**config.mk**
```make
export PLATFORM = sky130hd
export DESIGN_NAME = uart_rx_deserializer
export DESIGN_NICKNAME = d
export VERILOG_FILES = /design/src/rtl/uart_rx_deserializer.sv
export SDC_FILE = /design/constraint.sdc
export NUM_CORES = 1
export LEC_CHECK = 0
export CAP_MARGIN = 25
export CORE_ASPECT_RATIO = 0.5
export CORE_UTILIZATION = 35
export DETAILED_ROUTE_END_ITERATION = 10
export PLACE_DENSITY_LB_ADDON = 0.1
export SETUP_SLACK_MARGIN = 0.5
export SLEW_MARGIN = 40
export SYNTH_ARGS = -nofsm -noshare
export SYNTH_HDL_FRONTEND = slang
export SYNTH_SLANG_ARGS = --single-unit
export TNS_END_PERCENT = 20
```
**constraint.sdc**
```tcl
create_clock -name clk -period 4.76 [get_ports clk]
set_input_delay 0.952 -clock clk [delete_from_list [all_inputs] [get_ports clk]]
set_output_delay 0.952 -clock clk [all_outputs]
set_load 0.05 [all_outputs]
```
**src/rtl/uart_rx_deserializer.sv**
```systemverilog
// UART receiver: recovers 8-bit bytes from an asynchronous serial line.
// A programmable clocks-per-bit divisor drives mid-bit sampling. Bytes are
// presented through a one-entry holding register with a valid/ready handshake.
//
// Ports:
//   clk, rst_n        clock, asynchronous active-low reset
//   enable            receiver enable; low aborts a frame and holds the FSM idle
//   divisor           clocks per bit, values below 4 are treated as 4
//   parity_en         a parity bit follows the data bits
//   parity_odd        1 = odd parity, 0 = even
//   rx                asynchronous serial input, idles high
//   out_data          received byte (LSB first on the line)
//   out_valid         holding register full
//   out_ready         consumer accepts the byte when out_valid & out_ready
//   rts_n             active-low ready-to-receive
//   frame_err         1-cycle pulse: stop bit sampled low
//   parity_err        1-cycle pulse: parity mismatch
//   overrun           1-cycle pulse: byte completed while holding register full
module uart_rx_deserializer #(
    parameter int unsigned DIV_W       = 16,
    parameter int unsigned SYNC_STAGES = 2
) (
    input  logic             clk,
    input  logic             rst_n,
    input  logic             enable,
    input  logic [DIV_W-1:0] divisor,
    input  logic             parity_en,
    input  logic             parity_odd,
    input  logic             rx,
    output logic [7:0]       out_data,
    output logic             out_valid,
    input  logic             out_ready,
    output logic             rts_n,
    output logic             frame_err,
    output logic             parity_err,
    output logic             overrun
);

    typedef enum logic [2:0] {StIdle, StStart, StData, StParity, StStop} state_e;

    state_e                 r_state;
    logic [SYNC_STAGES-1:0] r_sync;
    logic                   r_rx_s_d;
    logic [DIV_W-1:0]       r_div_q;
    logic [DIV_W-1:0]       r_cnt;
    logic [2:0]             r_bit_idx;
    logic [7:0]             r_shift;
    logic                   r_par_err;
    logic [7:0]             r_out_data;
    logic                   r_out_valid;
    logic                   r_rts_n;
    logic                   r_frame_err;
    logic                   r_parity_err;
    logic                   r_overrun;

    logic             w_rx_s;
    logic [DIV_W-1:0] w_div_eff;
    logic             w_half_hit;
    logic             w_bit_hit;
    logic             w_stop_hit;
    logic             w_deliver;
    logic             w_load;
    logic             w_valid_next;

    assign w_rx_s    = r_sync[SYNC_STAGES-1];
    assign w_div_eff = (divisor < DIV_W'(4)) ? DIV_W'(4) : divisor;

    // cnt is 0 on the first clock after a (re)start, so "reaching" N is cnt == N-1.
    assign w_half_hit = (r_cnt == (r_div_q >> 1) - DIV_W'(1));
    assign w_bit_hit  = (r_cnt == r_div_q - DIV_W'(1));

    assign w_stop_hit = enable && (r_state == StStop) && w_bit_hit;
    assign w_deliver  = w_stop_hit && w_rx_s && !r_par_err;

    // A delivery only lands if the register is empty or being drained this cycle.
    assign w_load       = w_deliver && (!r_out_valid || out_ready);
    assign w_valid_next = w_deliver || (r_out_valid && !out_ready);

    always_ff @(posedge clk or negedge rst_n) begin
        if (!rst_n) begin
            r_state      <= StIdle;
            r_sync       <= '1;
            r_rx_s_d     <= 1'b1;
            r_div_q      <= '0;
            r_cnt        <= '0;
            r_bit_idx    <= '0;
            r_shift      <= '0;
            r_par_err    <= 1'b0;
            r_out_data   <= '0;
            r_out_valid  <= 1'b0;
            r_rts_n      <= 1'b1;
            r_frame_err  <= 1'b0;
            r_parity_err <= 1'b0;
            r_overrun    <= 1'b0;
        end else begin
            r_sync       <= {r_sync[SYNC_STAGES-2:0], rx};
            r_rx_s_d     <= w_rx_s;
            r_frame_err  <= 1'b0;
            r_parity_err <= 1'b0;
            r_overrun    <= 1'b0;

            r_out_valid <= w_valid_next;
            r_rts_n     <= w_valid_next || !enable;
            if (w_load) begin
                r_out_data <= r_shift;
            end
            if (w_deliver && !w_load) begin
                r_overrun <= 1'b1;
            end

            if (!enable) begin
                r_state <= StIdle;
            end else begin
                case (r_state)
                    StIdle: begin
                        if (r_rx_s_d && !w_rx_s) begin
                            r_cnt     <= '0;
                            r_div_q   <= w_div_eff;
                            r_par_err <= 1'b0;
                            r_state   <= StStart;
                        end
                    end
                    StStart: begin
                        if (w_half_hit) begin
                            if (w_rx_s) begin
                                r_state <= StIdle;
                            end else begin
                                r_cnt     <= '0;
                                r_bit_idx <= '0;
                                r_state   <= StData;
                            end
                        end else begin
                            r_cnt <= r_cnt + DIV_W'(1);
                        end
                    end
                    StData: begin
                        if (w_bit_hit) begin
                            r_shift[r_bit_idx] <= w_rx_s;
                            r_cnt              <= '0;
                            if (r_bit_idx == 3'd7) begin
                                r_state <= parity_en ? StParity : StStop;
                            end else begin
                                r_bit_idx <= r_bit_idx + 3'd1;
                            end
                        end else begin
                            r_cnt <= r_cnt + DIV_W'(1);
                        end
                    end
                    StParity: begin
                        if (w_bit_hit) begin
                            r_par_err <= (^r_shift) ^ w_rx_s ^ parity_odd;
                            r_cnt     <= '0;
                            r_state   <= StStop;
                        end else begin
                            r_cnt <= r_cnt + DIV_W'(1);
                        end
                    end
                    StStop: begin
                        if (w_bit_hit) begin
                            r_state <= StIdle;
                            // A low stop bit dominates: the parity result is not reported.
                            if (!w_rx_s) begin
                                r_frame_err <= 1'b1;
                            end else if (r_par_err) begin
                                r_parity_err <= 1'b1;
                            end
                        end else begin
                            r_cnt <= r_cnt + DIV_W'(1);
                        end
                    end
                    default: r_state <= StIdle;
                endcase
            end
        end
    end

    assign out_data   = r_out_data;
    assign out_valid  = r_out_valid;
    assign rts_n      = r_rts_n;
    assign frame_err  = r_frame_err;
    assign parity_err = r_parity_err;
    assign overrun    = r_overrun;

endmodule

```
==> flow_summary.toml, run 1 <==
[pwr]
cellPowerDensity_nw_per_um2 = 339
power.leakage_nw = 2.02
ir_worst_vdd_uv = 144

[grt]
grt_first_pass_wirelength_um = 18800
global_route.overflow_total = 0
first_global_vias = 3484
number_of_antenna_violations_at_the_first_check_in_global_routing = 0
grt_max_degree = 42
grt_util_all_layers_pct = 18.3

[synthesis]
postSynthCellCount = 468
synth_area_per_inst_um2 = 9.72
syn_area_um2 = 4550
synth-edff-count = 0
synth_nets = 496
synth.distinct_cells = 83
yosys_register_bits = 63
synth_warnings = 0
synth_flop_cell = "sky130_fd_sc_hd__dfrtp_1"
seq_area_frac_synth_pct = 34.8
async_flop_share_pct = 100

[setup_path]
type_of_the_worst_setup_path = "flip-flop to flip-flop"
critPathLaunchType = "flip-flop"
cp.required_ns = 4.95
crit_end_category = "flip-flop"
delay_of_the_slowest_cell_on_the_worst_path_ns = 0.62
cp_num_buf_inv = 1
worstPathMaxFanout = 16
critPathTopFamily = "compound AO/OA/AOI/OAI gates"
arrival_ns = 3.91
slowest_stage = "sky130_fd_sc_hd__nor3b_1"
path_cells = "inv_1, ha_1, nor3b_1, nand4_1, xnor2_1, a2111oi_4, nand3_1, o21ai_2, a31o_4, o221ai_1"

[sta]
slew-limit-headroom_pct = 47.8
clock_skew_ns = 0.00977
drv_slew = 0
grt_setup_unrepaired = "no"
fin_crit_ns = 3.72
timing.hold.ws_ns = 0.366
setup_viol = 0
final.setup.tns_ns = 0
min_period_over_period_pct = 78.2
timing_worst_slew_pin_value_ns = 0.783
fmax_mhz = 269
report.final.hold_viol_count = 0

[clock_network]
cts_htree_levels = 3
clockRootBuffer = "sky130_fd_sc_hd__clkbuf_16"
numCtsBuffers = 9
clock-sinks = 63
cts_max_path_buffers = 2
path_clk_slew_ns = 0.06
cts_hold_buf = 0
cts_setup_buffers = 0
postCtsResizedCells = 0
clock_latency_ns = 0.33
tritoncts_clock_tree = "yes"

[floorplanning]
floorplan.initialDensity_pct = 35.9
design.core.area_um2 = 12700
row_count = 29
boundaryPins = 36
die_y_um = 82.6
die_w_um = 163
floorplan.die_area_um2 = 13500

[flow_run]
max_cap_viol_count = 0

[placed_design]
place.detailed.instances = 645
dp_hpwl_um = 8400
placedInstanceArea_um2 = 4960
globalplace.congestion = 0.894
io_buffers = 35

[cells_and_area]
design_area_um2 = 5230
antenna-diode-count = 0
finalNetCount = 514
syn_to_final_growth_pct = 15.0
drive_above_1_share_pct = 19.0
final_cells = 660
fillCellCount = 1254

[detailed_routing]
post-route-drc-count = 0
first_iteration_detailed_routing_drc_count = 243
post_drt_via_cell_ratio = 5.52
first_pass_iters = 4
routedWlPerCell_um = 17.6
route.antenna.remaining_nets = 0
vias = 3641
wirelength_um = 11600

[outcome]
outcome = "completed"

[hold_path]
hp-class = "flip-flop to flip-flop"
[worst register-to-register path, stage by stage (launching register included)]
cell and delay (ns):
sky130_fd_sc_hd__dfrtp_1 0.46, sky130_fd_sc_hd__inv_1 0.15, sky130_fd_sc_hd__ha_1 0.36, sky130_fd_sc_hd__nor3b_1 0.62, sky130_fd_sc_hd__nand4_1 0.20, sky130_fd_sc_hd__xnor2_1 0.21
sky130_fd_sc_hd__a2111oi_4 0.42, sky130_fd_sc_hd__nand3_1 0.21, sky130_fd_sc_hd__o21ai_2 0.39, sky130_fd_sc_hd__a31o_4 0.39, sky130_fd_sc_hd__o221ai_1 0.18
[layer usage]
layer | track usage [%] | vias to the layer above | part of all wire [%]
li1 | - | 1774 | -
met1 | 25.5 | 1784 | 52
met2 | 28.5 | 77 | 43
met3 | 4.35 | 6 | 4.8
met4 | 4.11 | 0 | 0.65
met5 | 0 | - | 0
[placed cells by master, fill, tap and decap left out, types with 5 or more instances in the layout]
| cell | n |
|---|---|
| sky130_fd_sc_hd__nand3_1 | 14 |
| sky130_fd_sc_hd__a21oi_1 | 11 |
| sky130_fd_sc_hd__o221ai_2 | 5 |
| sky130_fd_sc_hd__dfrtp_1 | 59 |
| sky130_fd_sc_hd__nor4_1 | 9 |
| sky130_fd_sc_hd__ha_1 | 5 |
| sky130_fd_sc_hd__or4_1 | 6 |
| sky130_fd_sc_hd__mux2i_1 | 5 |
| sky130_fd_sc_hd__clkdlybuf4s50_1 | 34 |
| sky130_fd_sc_hd__nor2_1 | 24 |
| sky130_fd_sc_hd__xnor2_1 | 28 |
| sky130_fd_sc_hd__nand4_1 | 14 |
| sky130_fd_sc_hd__o221ai_1 | 7 |
| sky130_fd_sc_hd__nand2b_1 | 7 |
| sky130_fd_sc_hd__xor2_1 | 11 |
| sky130_fd_sc_hd__a311o_2 | 6 |
| sky130_fd_sc_hd__nor3_1 | 20 |
| sky130_fd_sc_hd__mux2_4 | 8 |
| sky130_fd_sc_hd__nand2_1 | 33 |
| sky130_fd_sc_hd__o21ai_0 | 6 |
| sky130_fd_sc_hd__and3_1 | 14 |
| sky130_fd_sc_hd__clkbuf_16 | 9 |
| sky130_fd_sc_hd__inv_1 | 30 |
| sky130_fd_sc_hd__mux2_2 | 22 |
[layout make-up]
| type | count | area [um^2] | area share [%] |
|---|---|---|---|
| inverters | 30 | 113 | 2.15 |
| multi-input cells | 344 | 2680 | 51.2 |
| flip-flops and latches | 63 | 1580 | 30.2 |
| well taps | 170 | 213 | 4.07 |
| repair buffers | 38 | 370 | 7.08 |
| clock buffers | 9 | 225 | 4.31 |
| clock inverters | 6 | 47.5 | 0.909 |
[path summary, 6_finish.rpt]
path | start | end | slack (ns) | cells after the start
max in group asynchronous | rst_n | r_sync[1] | 3.36 | 2
min in group asynchronous | rst_n | r_div_q[2] | 0.61 | 1
min reg2reg | r_sync[0] | r_sync[1] | 0.37 | 0
min | r_sync[0] | r_sync[1] | 0.37 | 0
max | r_div_q[2] | r_cnt[7] | 1.04 | 10
max reg2reg | r_div_q[2] | r_cnt[7] | 1.04 | 10
[metrics by stage]
step	power [mW]	utilization (%)	worst slack (ns)
after global routing	1.87	41.3	0.774
after CTS	1.79	41.3	1.05
after global placement	1.17	39.1	1.04
final	1.77	41.3	1.04
after floorplan	1.05	-	1.70
after detailed placement	1.17	39.1	1.04
[cell usage after synthesis (3+ instances only)]
cell type | number | area (um^2)
sky130_fd_sc_hd__dfrtp_1 | 59 | 1480
sky130_fd_sc_hd__nand2_1 | 33 | 124
sky130_fd_sc_hd__inv_1 | 30 | 113
sky130_fd_sc_hd__xnor2_1 | 28 | 245
sky130_fd_sc_hd__nor2_1 | 24 | 90.1
sky130_fd_sc_hd__mux2_2 | 22 | 248
sky130_fd_sc_hd__nor3_1 | 20 | 100
sky130_fd_sc_hd__and3_1 | 14 | 87.6
sky130_fd_sc_hd__nand3_1 | 14 | 70.1
sky130_fd_sc_hd__nand4_1 | 14 | 87.6
sky130_fd_sc_hd__clkbuf_1 | 12 | 45.0
sky130_fd_sc_hd__a21oi_1 | 11 | 55.1
sky130_fd_sc_hd__xor2_1 | 11 | 96.3
sky130_fd_sc_hd__buf_2 | 9 | 45.0
sky130_fd_sc_hd__nor4_1 | 9 | 56.3
sky130_fd_sc_hd__mux2_4 | 8 | 120
sky130_fd_sc_hd__nand2b_1 | 7 | 43.8
sky130_fd_sc_hd__o221ai_1 | 7 | 61.3
sky130_fd_sc_hd__a311o_2 | 6 | 67.6
sky130_fd_sc_hd__o21ai_0 | 6 | 30.0
sky130_fd_sc_hd__or4_1 | 6 | 45.0
sky130_fd_sc_hd__buf_6 | 5 | 56.3
sky130_fd_sc_hd__ha_1 | 5 | 62.6
sky130_fd_sc_hd__mux2i_1 | 5 | 50.1
sky130_fd_sc_hd__o221ai_2 | 5 | 75.1
sky130_fd_sc_hd__a311o_1 | 4 | 40.0
sky130_fd_sc_hd__a31oi_1 | 4 | 25.0
sky130_fd_sc_hd__dfstp_2 | 4 | 105
sky130_fd_sc_hd__nor2b_1 | 4 | 25.0
sky130_fd_sc_hd__nor3b_1 | 4 | 30.0
sky130_fd_sc_hd__o22ai_2 | 4 | 50.1
sky130_fd_sc_hd__o31ai_1 | 4 | 30.0
sky130_fd_sc_hd__or2_2 | 4 | 25.0
sky130_fd_sc_hd__o211ai_1 | 3 | 22.5
[cells by family after synthesis]
family	share of synthesized area, %
AO/OA/AOI/OAI	17.6
XOR/XNOR	7.51
adder cells (fa/ha/maj)	1.38
buffers and inverters	6.30
flip-flops	34.8
multiplexers	9.44
AND/OR/NAND/NOR	23.1
[power breakdown]
part	total [mW]	internal, mW	leakage, nW	switching, mW
Combinational	0.438	0.203	1.07	0.235
Sequential	0.722	0.588	0.828	0.134
Clock	0.612	0.352	0.120	0.260
[state kept, by name (all words and copies together) (netlist names)]
signal,cells
out_valid,1
r_state,3
parity_err,1
r_div_q,16
r_shift,8
r_cnt,16
frame_err,1
r_par_err,1
r_sync,2
overrun,1
rts_n,1
r_rx_s_d,1
r_bit_idx,3
out_data,8
(Power assumes the default switching activity.)
==> run 2: changes to the inputs <==
clock period = 3 ns   (was 4.76 ns; I/O delays follow)
==> run 2 against run 1 <==
The run now ends with negative setup slack left. Sequential power up 47%. Power up 88%. Critical path type unchanged. Die area unchanged. Core utilization up 6.5 points. Critical endpoint is now r_cnt[4]. Via count up 7.5%. Design area up 16%. Register-to-register slack worse by 1.0 ns. Setup slack worse by 1.0 ns. Critical path depth up 1. Fmax up 24%. Highest routed layer unchanged.
==> flow_summary.toml, run 2 (synthesis gave the netlist of run 1 again) <==
[outcome]
outcome = "finished, violations left"
violations_in_the_final_reports = "negative setup slack"

[clock_network]
cts_max_path_buffers = 2
path_clk_slew_ns = 0.06
cts_htree_levels = 3
clockRootBuffer = "sky130_fd_sc_hd__clkbuf_16"
clock-sinks = 63
tritoncts_clock_tree = "yes"
numCtsBuffers = 9
clock_latency_ns = 0.34
cts_hold_buf = 0

[setup_path]
type_of_the_worst_setup_path = "flip-flop to flip-flop"
worstPathMaxFanout = 5
crit_end_category = "flip-flop"
cp.required_ns = 3.24
critPathLaunchType = "flip-flop"
arrival_ns = 3.25

[detailed_routing]
post-route-drc-count = 0
post_drt_via_cell_ratio = 5.35
first_iteration_detailed_routing_drc_count = 236
routedWlPerCell_um = 17.0
first_pass_iters = 4
route.antenna.remaining_nets = 0
vias = 3914
wirelength_um = 12400

[pwr]
power.share.sequential_pct = 31.9
cellPowerDensity_nw_per_um2 = 549
p_switching_mw = 1.12
power.leakage_nw = 2.49
share_clk_of_total_power_pct = 35.3
power_switching_share_pct = 33.8
intPower_mw = 2.20
ir_worst_vdd_uv = 221
pwr-share-comb_pct = 32.8

[cells_and_area]
final_cells = 732
layout.cells.most_common = "sky130_fd_sc_hd__buf_4"
finalNetCount = 585
syn_to_final_growth_pct = 33.1
mostFrequentLayoutCells = "sky130_fd_sc_hd__buf_4, sky130_fd_sc_hd__dfrtp_1, sky130_fd_sc_hd__clkdlybuf4s50_1"
antenna-diode-count = 0
drive_above_1_share_pct = 34.0
multiInputGateArea_um2 = 2850
top_regs = "r_cnt: 16 flops, r_div_q: 16 flops"
finalCoreUtilization_pct = 47.8
fillCellCount = 1209
sequential_cell_area_um2 = 1590

[sta]
fin_crit_ns = 3.01
final.setup.tns_ns = -0.00947
timing_worst_slew_pin_value_ns = 0.504
clock_skew_ns = 0.00591
setup_viol = 2
drv_slew = 0
fin_ws_ns = -0.00789
report.final.hold_viol_count = 0
grt_setup_unrepaired = "yes"
fmax_mhz = 332
slew-limit-headroom_pct = 66.4
min_period_over_period_pct = 100

[floorplanning]
floorplan.die_area_um2 = 13500
boundaryPins = 36
design.core.area_um2 = 12700
row_count = 29
floorplan.initialDensity_pct = 35.9
die_y_um = 82.6
die_w_um = 163

[placed_design]
dp_hpwl_um = 9130
globalplace.congestion = 0.860
place.detailed.instances = 710
io_buffers = 35

[flow_run]
max_cap_viol_count = 0

[grt]
number_of_antenna_violations_at_the_first_check_in_global_routing = 0
first_global_vias = 3766
global_route.overflow_total = 0
grt_max_degree = 25
grt_util_all_layers_pct = 19.5
grt_first_pass_wirelength_um = 20000

[hold_path]
hp-class = "input port to async pin"
## run 2: cell types whose count changed in the layout (fill, tap and decap cells not counted), moves of 3 or more
cell and delta:
sky130_fd_sc_hd__nor3_2 +4, sky130_fd_sc_hd__nor3_1 -11, sky130_fd_sc_hd__dfrtp_2 +4, sky130_fd_sc_hd__buf_4 +58, sky130_fd_sc_hd__buf_6 +10, sky130_fd_sc_hd__nor3_4 +7
sky130_fd_sc_hd__dfrtp_1 -4, sky130_fd_sc_hd__clkinvlp_4 -3
## run 2: final cells by class
cell class              count  area share (%)
repair buffers            109            15.9
clock inverters             7            1.69
inverters                  30            1.86
multi-input cells         344            47.1
flip-flops and latches     63            26.2
well taps                 170            3.51
clock buffers               9            3.72
## run 2: critical path, cell delays in order, from the launching register on
cell                       delay (ns)
sky130_fd_sc_hd__dfrtp_1         0.42
sky130_fd_sc_hd__buf_6           0.14
sky130_fd_sc_hd__or4_4           0.45
sky130_fd_sc_hd__buf_6           0.15
sky130_fd_sc_hd__or4_1           0.39
sky130_fd_sc_hd__a32oi_1         0.24
sky130_fd_sc_hd__o21ai_2         0.11
sky130_fd_sc_hd__and4_4          0.19
sky130_fd_sc_hd__a21o_4          0.23
sky130_fd_sc_hd__buf_4           0.15
sky130_fd_sc_hd__a311o_2         0.37
sky130_fd_sc_hd__o221ai_1        0.07
## run 2: per-layer routing
layer	up-vias	routed length [um]	GRT usage, %
met2	68	5280	29.3
met4	0	97	4.21
met5	-	0	0
met3	11	484	4.05
met1	1924	6550	28.5
li1	1911	-	-
## run 2: final timing paths
path	to	from	slack [ns]	cells after the start
min in group clk	r_sync[1]	r_sync[0]	0.36	0
worst max register to register	r_cnt[4]	r_div_q[10]	-0.008	11
max in group asynchronous	r_sync[1]	rst_n	2.00	2
worst min-delay path	r_cnt[14]	rst_n	0.23	1
worst min register to register	r_sync[1]	r_sync[0]	0.36	0
worst max-delay path	r_cnt[4]	r_div_q[10]	-0.008	11
## run 2: power by group through the flow
stage	Sequential, mW	Clock [mW]	Combinational [mW]
after global placement	1.06	0	1.01
after detailed placement	1.06	0	1.00
after floorplan	1.02	0	0.650
after global routing	1.08	1.24	1.19
after CTS	1.05	1.21	1.04
final	1.06	1.17	1.09
## run 2: stage by stage
stage | cell area (um^2) | power [mW] | worst slack [ns] | hold WS, ns
finish | 6060 | 3.32 | -0.00789 | 0.228
global route | 6060 | 3.51 | -0.137 | 0.262
CTS | 5900 | 3.30 | 0.0129 | 0.244
detailed placement | 5480 | 2.07 | -0.0459 | 0.352
global placement | 5480 | 2.07 | -0.0839 | 0.350
floorplan | 4560 | 1.67 | 0.0280 | 0.304
## run 2: what timing repair did
action                     4_1_cts  5_1_grt
resized for setup               21       24
pin swaps                       10       14
setup endpoints to repair       44       44
gates cloned                     0        0
buffers inserted                 1        5
